--- config.mk ---
export PLATFORM = sky130hd
export DESIGN_NAME = cpu_clk_ctrl_flat
export DESIGN_NICKNAME = d
export VERILOG_FILES = /design/src/rtl/cpu_clk_ctrl_pkg.sv /design/src/rtl/cpu_clk_ctrl_if.sv /design/src/rtl/cpu_clk_ctrl_btn_debounce.sv /design/src/rtl/cpu_clk_ctrl.sv /design/src/flat_wrapper.sv
export SDC_FILE = /design/constraint.sdc
export NUM_CORES = 1
export LEC_CHECK = 0
export CAP_MARGIN = 20
export CELL_PAD_IN_SITES_DETAIL_PLACEMENT = 0
export CELL_PAD_IN_SITES_GLOBAL_PLACEMENT = 2
export CORE_UTILIZATION = 32
export DETAILED_ROUTE_END_ITERATION = 7
export HOLD_SLACK_MARGIN = 0.1
export PLACE_DENSITY_LB_ADDON = 0.2
export SYNTH_ARGS = -nofsm -noshare
export SYNTH_HDL_FRONTEND = slang
export SYNTH_SLANG_ARGS = --single-unit
--- constraint.sdc ---
create_clock -name clk -period 3.9 [get_ports clk]
set_input_delay 0.78 -clock clk [delete_from_list [all_inputs] [get_ports clk]]
set_output_delay 0.78 -clock clk [all_outputs]
set_load 0.02 [all_outputs]
--- src/rtl/cpu_clk_ctrl_pkg.sv ---
// rtl/cpu_clk_ctrl_pkg.sv - state codes, rate table and divisor helper for cpu_clk_ctrl
package cpu_clk_ctrl_pkg;

    typedef enum logic [1:0] {
        ST_HALT = 2'd0,
        ST_RUN  = 2'd1,
        ST_STEP = 2'd2
    } cpu_state_e;

    localparam logic [3:0] RATE_MANUAL = 4'd12;

    function automatic int unsigned rate_hz(input logic [3:0] sel, input int unsigned clk_hz);
        case (sel)
            4'd0:    rate_hz = 1;
            4'd1:    rate_hz = 10;
            4'd2:    rate_hz = 100;
            4'd3:    rate_hz = 1000;
            4'd4:    rate_hz = 10000;
            4'd5:    rate_hz = 100000;
            4'd6:    rate_hz = 1000000;
            4'd7:    rate_hz = 10000000;
            4'd8:    rate_hz = 20000000;
            4'd9:    rate_hz = 25000000;
            4'd10:   rate_hz = 50000000;
            default: rate_hz = clk_hz;
        endcase
    endfunction

    // Only ever called with constant arguments, so the division folds away at elaboration.
    function automatic int unsigned rate_div(input logic [3:0] sel, input int unsigned clk_hz);
        int unsigned d;
        d = clk_hz / rate_hz(sel, clk_hz);
        rate_div = (d == 0) ? 1 : d;
    endfunction

endpackage

--- src/rtl/cpu_clk_ctrl_if.sv ---
// rtl/cpu_clk_ctrl_if.sv - control/status bundle between the clock sequencer and the board
interface cpu_clk_ctrl_if;
    logic [3:0]  rate_sel;
    logic        btn_run;
    logic        btn_step;
    logic        halt_req;
    logic        cpu_ce;
    logic        running;
    logic [1:0]  state;
    logic [31:0] tick_cnt;

    modport master (
        output rate_sel, btn_run, btn_step, halt_req,
        input  cpu_ce, running, state, tick_cnt
    );

    modport slave (
        input  rate_sel, btn_run, btn_step, halt_req,
        output cpu_ce, running, state, tick_cnt
    );
endinterface

--- src/rtl/cpu_clk_ctrl_btn_debounce.sv ---
// rtl/cpu_clk_ctrl_btn_debounce.sv - 2-FF synchronizer, hold-time debouncer and rise-edge pulse
module cpu_clk_ctrl_btn_debounce #(
    parameter int DEB_CYCLES = 1000000
) (
    input  logic clk,
    input  logic reset,
    input  logic btn,
    output logic rise
);
    localparam int DW = $clog2(DEB_CYCLES + 1);

    logic          sync1;
    logic          sync2;
    logic          level;
    logic [DW-1:0] cnt;
    logic          accept;

    // cnt holds how many consecutive samples have disagreed with the accepted level.
    assign accept = (sync2 != level) && (cnt == DW'(DEB_CYCLES - 1));

    always_ff @(posedge clk) begin
        if (!reset) begin
            sync1 <= 1'b0;
            sync2 <= 1'b0;
            level <= 1'b0;
            rise  <= 1'b0;
            cnt   <= '0;
        end else begin
            sync1 <= btn;
            sync2 <= sync1;
            rise  <= accept && sync2;
            if (sync2 == level) begin
                cnt <= '0;
            end else if (accept) begin
                level <= sync2;
                cnt   <= '0;
            end else begin
                cnt <= cnt + DW'(1);
            end
        end
    end
endmodule

--- src/rtl/cpu_clk_ctrl.sv ---
// rtl/cpu_clk_ctrl.sv - run/halt/single-step sequencer issuing a rate-selected clock enable
module cpu_clk_ctrl
    import cpu_clk_ctrl_pkg::*;
#(
    parameter int unsigned CLK_HZ       = 100000000,
    parameter int          DEB_CYCLES   = 1000000,
    parameter bit          RUN_AT_RESET = 1'b1
) (
    input  logic          clk,
    input  logic          reset,
    cpu_clk_ctrl_if.slave bus
);
    localparam int         CW       = $clog2(CLK_HZ) + 1;
    localparam cpu_state_e RESET_ST = RUN_AT_RESET ? ST_RUN : ST_HALT;

    cpu_state_e    state_q;
    cpu_state_e    state_n;
    logic [CW-1:0] cnt_q;
    logic [CW-1:0] cnt_n;
    logic [CW-1:0] div_tab [16];
    logic [3:0]    sel_q;
    logic [3:0]    sel_d;
    logic          sel_chg;
    logic          run_rise;
    logic          step_rise;
    logic          ce_q;
    logic          ce_n;
    logic          running_q;
    logic [31:0]   tick_q;

    for (genvar g = 0; g < 16; g++) begin : g_div
        assign div_tab[g] = CW'(rate_div(4'(g), CLK_HZ));
    end

    cpu_clk_ctrl_btn_debounce #(.DEB_CYCLES(DEB_CYCLES)) u_run_deb (
        .clk   (clk),
        .reset (reset),
        .btn   (bus.btn_run),
        .rise  (run_rise)
    );

    cpu_clk_ctrl_btn_debounce #(.DEB_CYCLES(DEB_CYCLES)) u_step_deb (
        .clk   (clk),
        .reset (reset),
        .btn   (bus.btn_step),
        .rise  (step_rise)
    );

    // Switches are registered twice so a change is seen exactly once, one cycle after capture.
    always_ff @(posedge clk) begin
        sel_q <= bus.rate_sel;
        sel_d <= sel_q;
    end
    assign sel_chg = (sel_q != sel_d);

    always_ff @(posedge clk) begin
        if (!reset) state_q <= RESET_ST;
        else        state_q <= state_n;
    end

    always_comb begin
        state_n = state_q;
        if (bus.halt_req) begin
            state_n = ST_HALT;
        end else begin
            case (state_q)
                ST_HALT: begin
                    if (run_rise && (sel_q < RATE_MANUAL)) state_n = ST_RUN;
                    else if (step_rise)                   state_n = ST_STEP;
                end
                ST_RUN: begin
                    if (run_rise || (sel_q >= RATE_MANUAL)) state_n = ST_HALT;
                end
                default: state_n = ST_HALT;
            endcase
        end
    end

    always_comb begin
        ce_n  = 1'b0;
        cnt_n = cnt_q;
        if (state_n == ST_STEP) begin
            ce_n = 1'b1;
        end else if ((state_q == ST_RUN) && (state_n == ST_RUN) && !sel_chg && (cnt_q == '0)) begin
            ce_n = 1'b1;
        end
        // Entering RUN zeroes the counter so the first pulse follows one cycle later.
        if ((state_q == ST_HALT) && (state_n == ST_RUN)) begin
            cnt_n = '0;
        end else if (sel_chg || ((state_q == ST_RUN) && (cnt_q == '0))) begin
            cnt_n = div_tab[sel_q] - CW'(1);
        end else if (cnt_q != '0) begin
            cnt_n = cnt_q - CW'(1);
        end
    end

    always_ff @(posedge clk) begin
        if (!reset) begin
            cnt_q     <= '0;
            ce_q      <= 1'b0;
            running_q <= RUN_AT_RESET;
            tick_q    <= '0;
        end else begin
            cnt_q     <= cnt_n;
            ce_q      <= ce_n;
            running_q <= (state_n == ST_RUN);
            tick_q    <= tick_q + 32'(ce_n);
        end
    end

    assign bus.cpu_ce   = ce_q;
    assign bus.running  = running_q;
    assign bus.state    = state_q;
    assign bus.tick_cnt = tick_q;
endmodule

--- src/flat_wrapper.sv ---
// flat-port wrapper written by rule: the top's interface ports become plain ports
module cpu_clk_ctrl_flat import cpu_clk_ctrl_pkg::*;
#(
    parameter int unsigned CLK_HZ       = 100000000,
    parameter int          DEB_CYCLES   = 1000000,
    parameter bit          RUN_AT_RESET = 1'b1
)
  (clk, reset, bus_rate_sel, bus_btn_run, bus_btn_step, bus_halt_req, bus_cpu_ce, bus_running, bus_state, bus_tick_cnt);
  cpu_clk_ctrl_if bus_i ();
  input  logic clk;
  input  logic reset;
  input wire logic [$bits(bus_i.rate_sel)-1:0] bus_rate_sel;
  input wire logic [$bits(bus_i.btn_run)-1:0] bus_btn_run;
  input wire logic [$bits(bus_i.btn_step)-1:0] bus_btn_step;
  input wire logic [$bits(bus_i.halt_req)-1:0] bus_halt_req;
  output wire logic [$bits(bus_i.cpu_ce)-1:0] bus_cpu_ce;
  output wire logic [$bits(bus_i.running)-1:0] bus_running;
  output wire logic [$bits(bus_i.state)-1:0] bus_state;
  output wire logic [$bits(bus_i.tick_cnt)-1:0] bus_tick_cnt;
  assign bus_i.rate_sel = bus_rate_sel;
  assign bus_i.btn_run = bus_btn_run;
  assign bus_i.btn_step = bus_btn_step;
  assign bus_i.halt_req = bus_halt_req;
  assign bus_cpu_ce = bus_i.cpu_ce;
  assign bus_running = bus_i.running;
  assign bus_state = bus_i.state;
  assign bus_tick_cnt = bus_i.tick_cnt;
  cpu_clk_ctrl #(.CLK_HZ(CLK_HZ), .DEB_CYCLES(DEB_CYCLES), .RUN_AT_RESET(RUN_AT_RESET)) u_core (.clk(clk), .reset(reset), .bus(bus_i));
endmodule
# After elaboration in Yosys (flattened, before gate mapping)
# Memory sizes are Yosys's and may differ from the RTL's.
# Cells that the tools add are included.
# Widths: inputs -> output; s select.
[op_classes]
addsub = 5
n_lt_le_gt_ge = 3
n_eq_ne = 10
n_mux = 11
bitwise = 4
reduce_logical = 22
[ops]
columns = ["op", "n"]
rows = [
  ["$mux 28", 4],
  ["$sub 28x1->28 const B", 2],
  ["$add 20x1->20 const B", 2],
  ["$eq 20x20->1 const B", 2],
  ["$add 32x1->32", 1],
  ["$logic_not 28->1", 1],
  ["$reduce_bool 28->1", 1],
  ["$logic_and 1x1->1", 10],
  ["$mux 2", 4],
  ["$reduce_or 3->1", 2],
  ["$ge 5x5->1 const B", 1],
  ["$not 4->5", 1],
  ["$eq 2x1->1 const B", 2],
  ["$ge 4x4->1 const B", 1],
  ["$lt 4x4->1 const B", 1],
  ["$ne 4x4->1", 1],
  ["$pmux 2 s2", 1],
  ["$reduce_and 2->1", 2],
  ["$not 1->1", 3],
  ["$eq 1x1->1", 2],
  ["$eq 2x2->1 const B", 1],
  ["$logic_not 2->1", 1],
  ["$logic_or 1x1->1", 2],
  ["$mux 1", 2],
  ["4 further kinds", 5],
]
[word_totals]
reg_bits = 120
romBits = 448
wordCells = 73
memories = 1
[memory_table]
columns = ["memory", "words", "width", "rd", "rd_clocked_by_memory_dff", "write_ports", "line", "text"]
rows = [
  ["(no name shown)", 16, 28, 1, 0, 0, "cpu_clk_ctrl.sv:91", "cnt_n = div_tab[sel_q] - CW'(1);"],
]

# Longest topological paths before layout
# Gate-level depths: netlist of the first run.
[depth]
depth_word = 12
mapped_depth = 14
ltp_nobuf = 12

# By module
# A second synthesis of the first run with hierarchy kept.
[hier_totals]
cells_unflattened = 718
hier_area_um2 = 6216.0
[modules_own_cells]
columns = ["module", "n_inst", "cells_per_inst", "area_each_um2"]
rows = [
  ["cpu_clk_ctrl", 1, 482, 4058.9],
  ["cpu_clk_ctrl_btn_debounce", 2, 118, 1078.5],
]

# Worst setup path before layout of the first run
# OpenSTA, ideal clock, no wires.
[synth_path]
kind = "flip-flop to flip-flop"
start = "reg u_core.cnt_q[20]"
end = "reg u_core.cnt_q[22]"
arrival_time_ns = 3.850
t_required_ns = 3.829
setup_slack_ns = -0.020
stages_incl_launch_ff = 15
path_buffers = 3
period_less_slack_ns = 3.920
path_cell_list = "dfxtp_1 > or3_1 > or3_1 > buf_2 > o41a_1 > buf_2 > clkbuf_1 > a221o_1 > o21ai_0 > ha_1 > nand2_1 > mux2i_1 > nand2_1 > or3b_2 > a21oi_1"
[synth_between]
elab_chain_cells = 4
elab_cells_between_ends = 8
classes_between = "add/sub (1); mux (2); reduce/logical (5)"
[synth_rtl]
columns = ["element", "line", "text"]
rows = [
  ["start, declared", "cpu_clk_ctrl.sv:18", "logic [CW-1:0] cnt_q;"],
  ["start signal, assigned", "cpu_clk_ctrl.sv:104", "cnt_q <= cnt_n;"],
  ["branches (longest 4 deep; another with $sub 28x1->28)", "n/a", ""],
]
# Parallel ways; which one is timed is not known. The select of a mux whose other input is x is not followed.
# A chain may end at the register's enable or synchronous reset.

# Final worst setup path of the first run
[layout_path]
start = "reg u_core.cnt_q[20]"
end = "reg u_core.cnt_q[24]"
# The elaborated chain is that of the path after synthesis.

==> results.cfg, run 1 <==
[yosys]
synth_ff_type = dfxtp_1
yosysUniqueCellTypes = 59
synthAdderAreaFrac_pct = 2.55
synth_mux_area_share_pct = 1.72
syn_area_sq_um = 5880
avgSynthCellArea_sq_um = 8.50
synth_edf_count = 0
synth-xor-area-share_pct = 12.4
ys_ff_latch = 120
synthSimpleGateAreaFrac_pct = 28.1
yosysSeqAreaShare_pct = 40.8
yosys_warnings = 0
synth_compound_area_share_pct = 11.9
synth_top_family_by_area = simple AND/OR/NAND/NOR gates
syn_nets = 713
async_flop_share_pct = 0
netlist_instances = 692

[finish]
n_antenna_cell = 0
final_nets = 774
syn2layout_area_growth_pct = 23.6
drive_gt1_share_pct = 8.09

[grt]
grt_pass1_wl_um = 24100
grt_max_degree = 51
antenna_found_initial = 0
grt_usage_pct = 16.6
grt.overflow.total = 0
grt_pass1_vias = 4839

[clocking]
clock_latency_ns = 0.41
cts_hold_buf = 0
cts.sinks = 120
tritoncts = yes
cts.path.max_buffers = 2
cts_resized = 0
root_buffer = clkbuf_16
cts.clk_slew.worst_paths_ns = 0.06
h-tree-depth = 4
cts_buffers = 17
post_cts.repair.setup_buffers = 0

[floorplanning]
start_util_pct = 32.8
core-area_sq_um = 18000
die_h_um = 138
rows = 49
fp.dieW_um = 138
io_pins = 45
die_area_sq_um = 18900

[hold_path]
hold_path_depth = 0
min_to = u_core.sel_d[0]$_DFF_P_
min_path_type = register to register
worstHoldStart = u_core.sel_q[0]$_DFF_P_

[routing]
wl_per_cell_um = 14.7
drt-pass1-iter-count = 5
drt_iter0_drc = 177
via_per_inst = 5.00
drc_errors = 0
totalWireLength_um = 14600
vias = 4974
ant_nets = 0

[sta]
finalSetupTns_ns = 0
fin_ws_ns = 0.469
layout_min_cycle_time_ns = 3.43
fin_skew_ns = 0.0111
hold_viol = 0
rsz0062_at_grt = no
period_share_pct = 88.0
setup_viol = 0
slew_violations = 0
relSlewSlack_pct = 46.6
worstMarginPinSlew_ns = 0.799
max_freq_mhz = 291

[critical_path]
r2r_slack_ns = 0.47
end_kind = register
cp.required_ns = 4.23
rr_worst_depth = 12
start_kind = register
crit_start = u_core.cnt_q[20]$_SDFFE_PP0P_
timing.rr.end = u_core.cnt_q[24]$_SDFFE_PP0P_
path_class = register to register
critPathMaxFanout = 9
critPathArrivalTime_ns = 3.76
rr_startpoint = u_core.cnt_q[20]$_SDFFE_PP0P_

[place]
place_congestion = 0.816
place_ws_ns = 0.197
io_buffers = 44
dp_hpwl_um = 10300

[power]
vdd_ir_drop_max_v = 0.000296
powerDensity_nw_per_um2 = 438
power_leakage_nw = 2.67
p_total_mw = 3.18

[outcome]
status = finished, final reports clean

[flow_run]
max_cap_violations = 0
-- how the worst max path moves through the flow --
stage                                    endpoint  slack (ns)  cells after the start
6_report            u_core.cnt_q[24]$_SDFFE_PP0P_        0.47                     12
5_1_grt             u_core.cnt_q[24]$_SDFFE_PP0P_        0.23                     13
4_1_cts             u_core.cnt_q[22]$_SDFFE_PP0P_        0.45                     11
3_5_place_dp   u_core.bus.tick_cnt[26]$_SDFF_PN0_        0.20                     12
3_3_place_gp   u_core.bus.tick_cnt[26]$_SDFF_PN0_        0.26                     12
2_1_floorplan       u_core.cnt_q[22]$_SDFFE_PP0P_        0.09                     14
-- flip-flops by register name, indices dropped and copies added, names as in the netlist, 2 cells and up --
signal                 count
u_core.bus.tick_cnt       32
u_core.cnt_q              28
u_core.u_run_deb.cnt      20
u_core.u_step_deb.cnt     20
u_core.sel_d               4
u_core.sel_q               4
u_core.bus.state           2
-- layout make-up --
class | count | area [sq um]
clock inverters | 9 | 120
multi-input cells | 534 | 3340
flip-flops and latches | 120 | 2400
fillers | 1830 | 10700
inverters | 11 | 41.3
repair buffers | 69 | 628
clock buffers | 23 | 458
well taps | 229 | 287
-- power by group --
part | leakage (nW) | switching (mW) | total [mW] | internal (mW)
clock | 0.276 | 0.562 | 1.53 | 0.963
combinational | 1.41 | 0.214 | 0.368 | 0.153
sequential | 0.975 | 0.0279 | 1.29 | 1.26
total | 2.67 | 0.805 | 3.18 | 2.38
-- cell families (layout without fill, tap and decap cells) --
family                   after synthesis  in the layout
buffers and inverters                 38            112
adder cells (fa/ha/maj)               12             12
AND/OR/NAND/NOR                      327            327
flip-flops                           120            120
AO/OA/AOI/OAI                        102            102
XOR/XNOR                              83             83
multiplexers                          10             10
-- worst max-delay path: stages (launching register included) --
cell     delay (ns)
dfxtp_1        0.30
or3_1          0.40
or3_1          0.37
o41a_1         0.53
buf_4          0.20
a21oi_1        0.19
ha_1           0.26
nand2_1        0.15
mux2i_2        0.19
buf_4          0.23
nand3_2        0.16
o21a_1         0.22
nor3_1         0.14
-- layout by cell type (no fill, tap or decap), types with 25 or more instances in the layout --
master	Yosys	final
nand3_1	35	35
and2_1	36	36
nand2_1	53	53
xor2_1	32	32
buf_4	0	25
dfxtp_1	120	120
clkdlybuf4s50_1	0	44
o21ai_0	25	25
xnor2_1	51	51
nor2_1	94	94
-- synthesized netlist by cell type (9+ instances only) --
master	number	area, sq um
nor4_1	10	62.6
nand2_1	53	199
nor2b_1	10	62.6
o21ai_0	25	125
or3_1	12	75.1
nand3_1	35	175
clkbuf_1	23	86.3
and2_1	36	225
mux2i_1	9	90.1
dfxtp_1	120	2400
nor2_1	94	353
xnor2_1	51	447
a21oi_1	23	115
nand4_1	14	87.6
and3_1	21	131
ha_1	12	150
xor2_1	32	280
nor3_1	18	90.1
inv_1	11	41.3
-- layer usage --
metal | vias to the layer above | track usage, % | wire, um
met5 | - | 0 | 0
met4 | 0 | 7.51 | 280
met3 | 19 | 4.16 | 532
met2 | 102 | 25.9 | 6520
met1 | 2316 | 21.6 | 7250
li1 | 2537 | - | -
-- stage by stage --
| step | std cells | util (%) | hold WS (ns) | cell area [sq um] |
|---|---|---|---|---|
| final | 995 | 40.5 | 0.429 | 7270 |
| after global placement | 963 | 37.3 | 0.416 | 6700 |
| after detailed placement | 963 | 37.3 | 0.417 | 6700 |
| after floorplan | 692 | - | 0.329 | 5890 |
| after CTS | 995 | 40.5 | 0.429 | 7270 |
| after global routing | 995 | 40.5 | 0.443 | 7270 |
Power figures use the tool's default switching activity.
==> inputs of run 2 (changes only) <==
--- a/config.mk
+++ b/config.mk
@@ -5,13 +5,13 @@
 export SDC_FILE = /design/constraint.sdc
 export NUM_CORES = 1
 export LEC_CHECK = 0
-export CAP_MARGIN = 20
 export CELL_PAD_IN_SITES_DETAIL_PLACEMENT = 0
 export CELL_PAD_IN_SITES_GLOBAL_PLACEMENT = 2
 export CORE_UTILIZATION = 32
 export DETAILED_ROUTE_END_ITERATION = 7
 export HOLD_SLACK_MARGIN = 0.1
 export PLACE_DENSITY_LB_ADDON = 0.2
+export SLEW_MARGIN = 20
 export SYNTH_ARGS = -nofsm -noshare
 export SYNTH_HDL_FRONTEND = slang
 export SYNTH_SLANG_ARGS = --single-unit
==> results of run 2 <==
Final layout, timing and power as in run 1 (identical DEF).
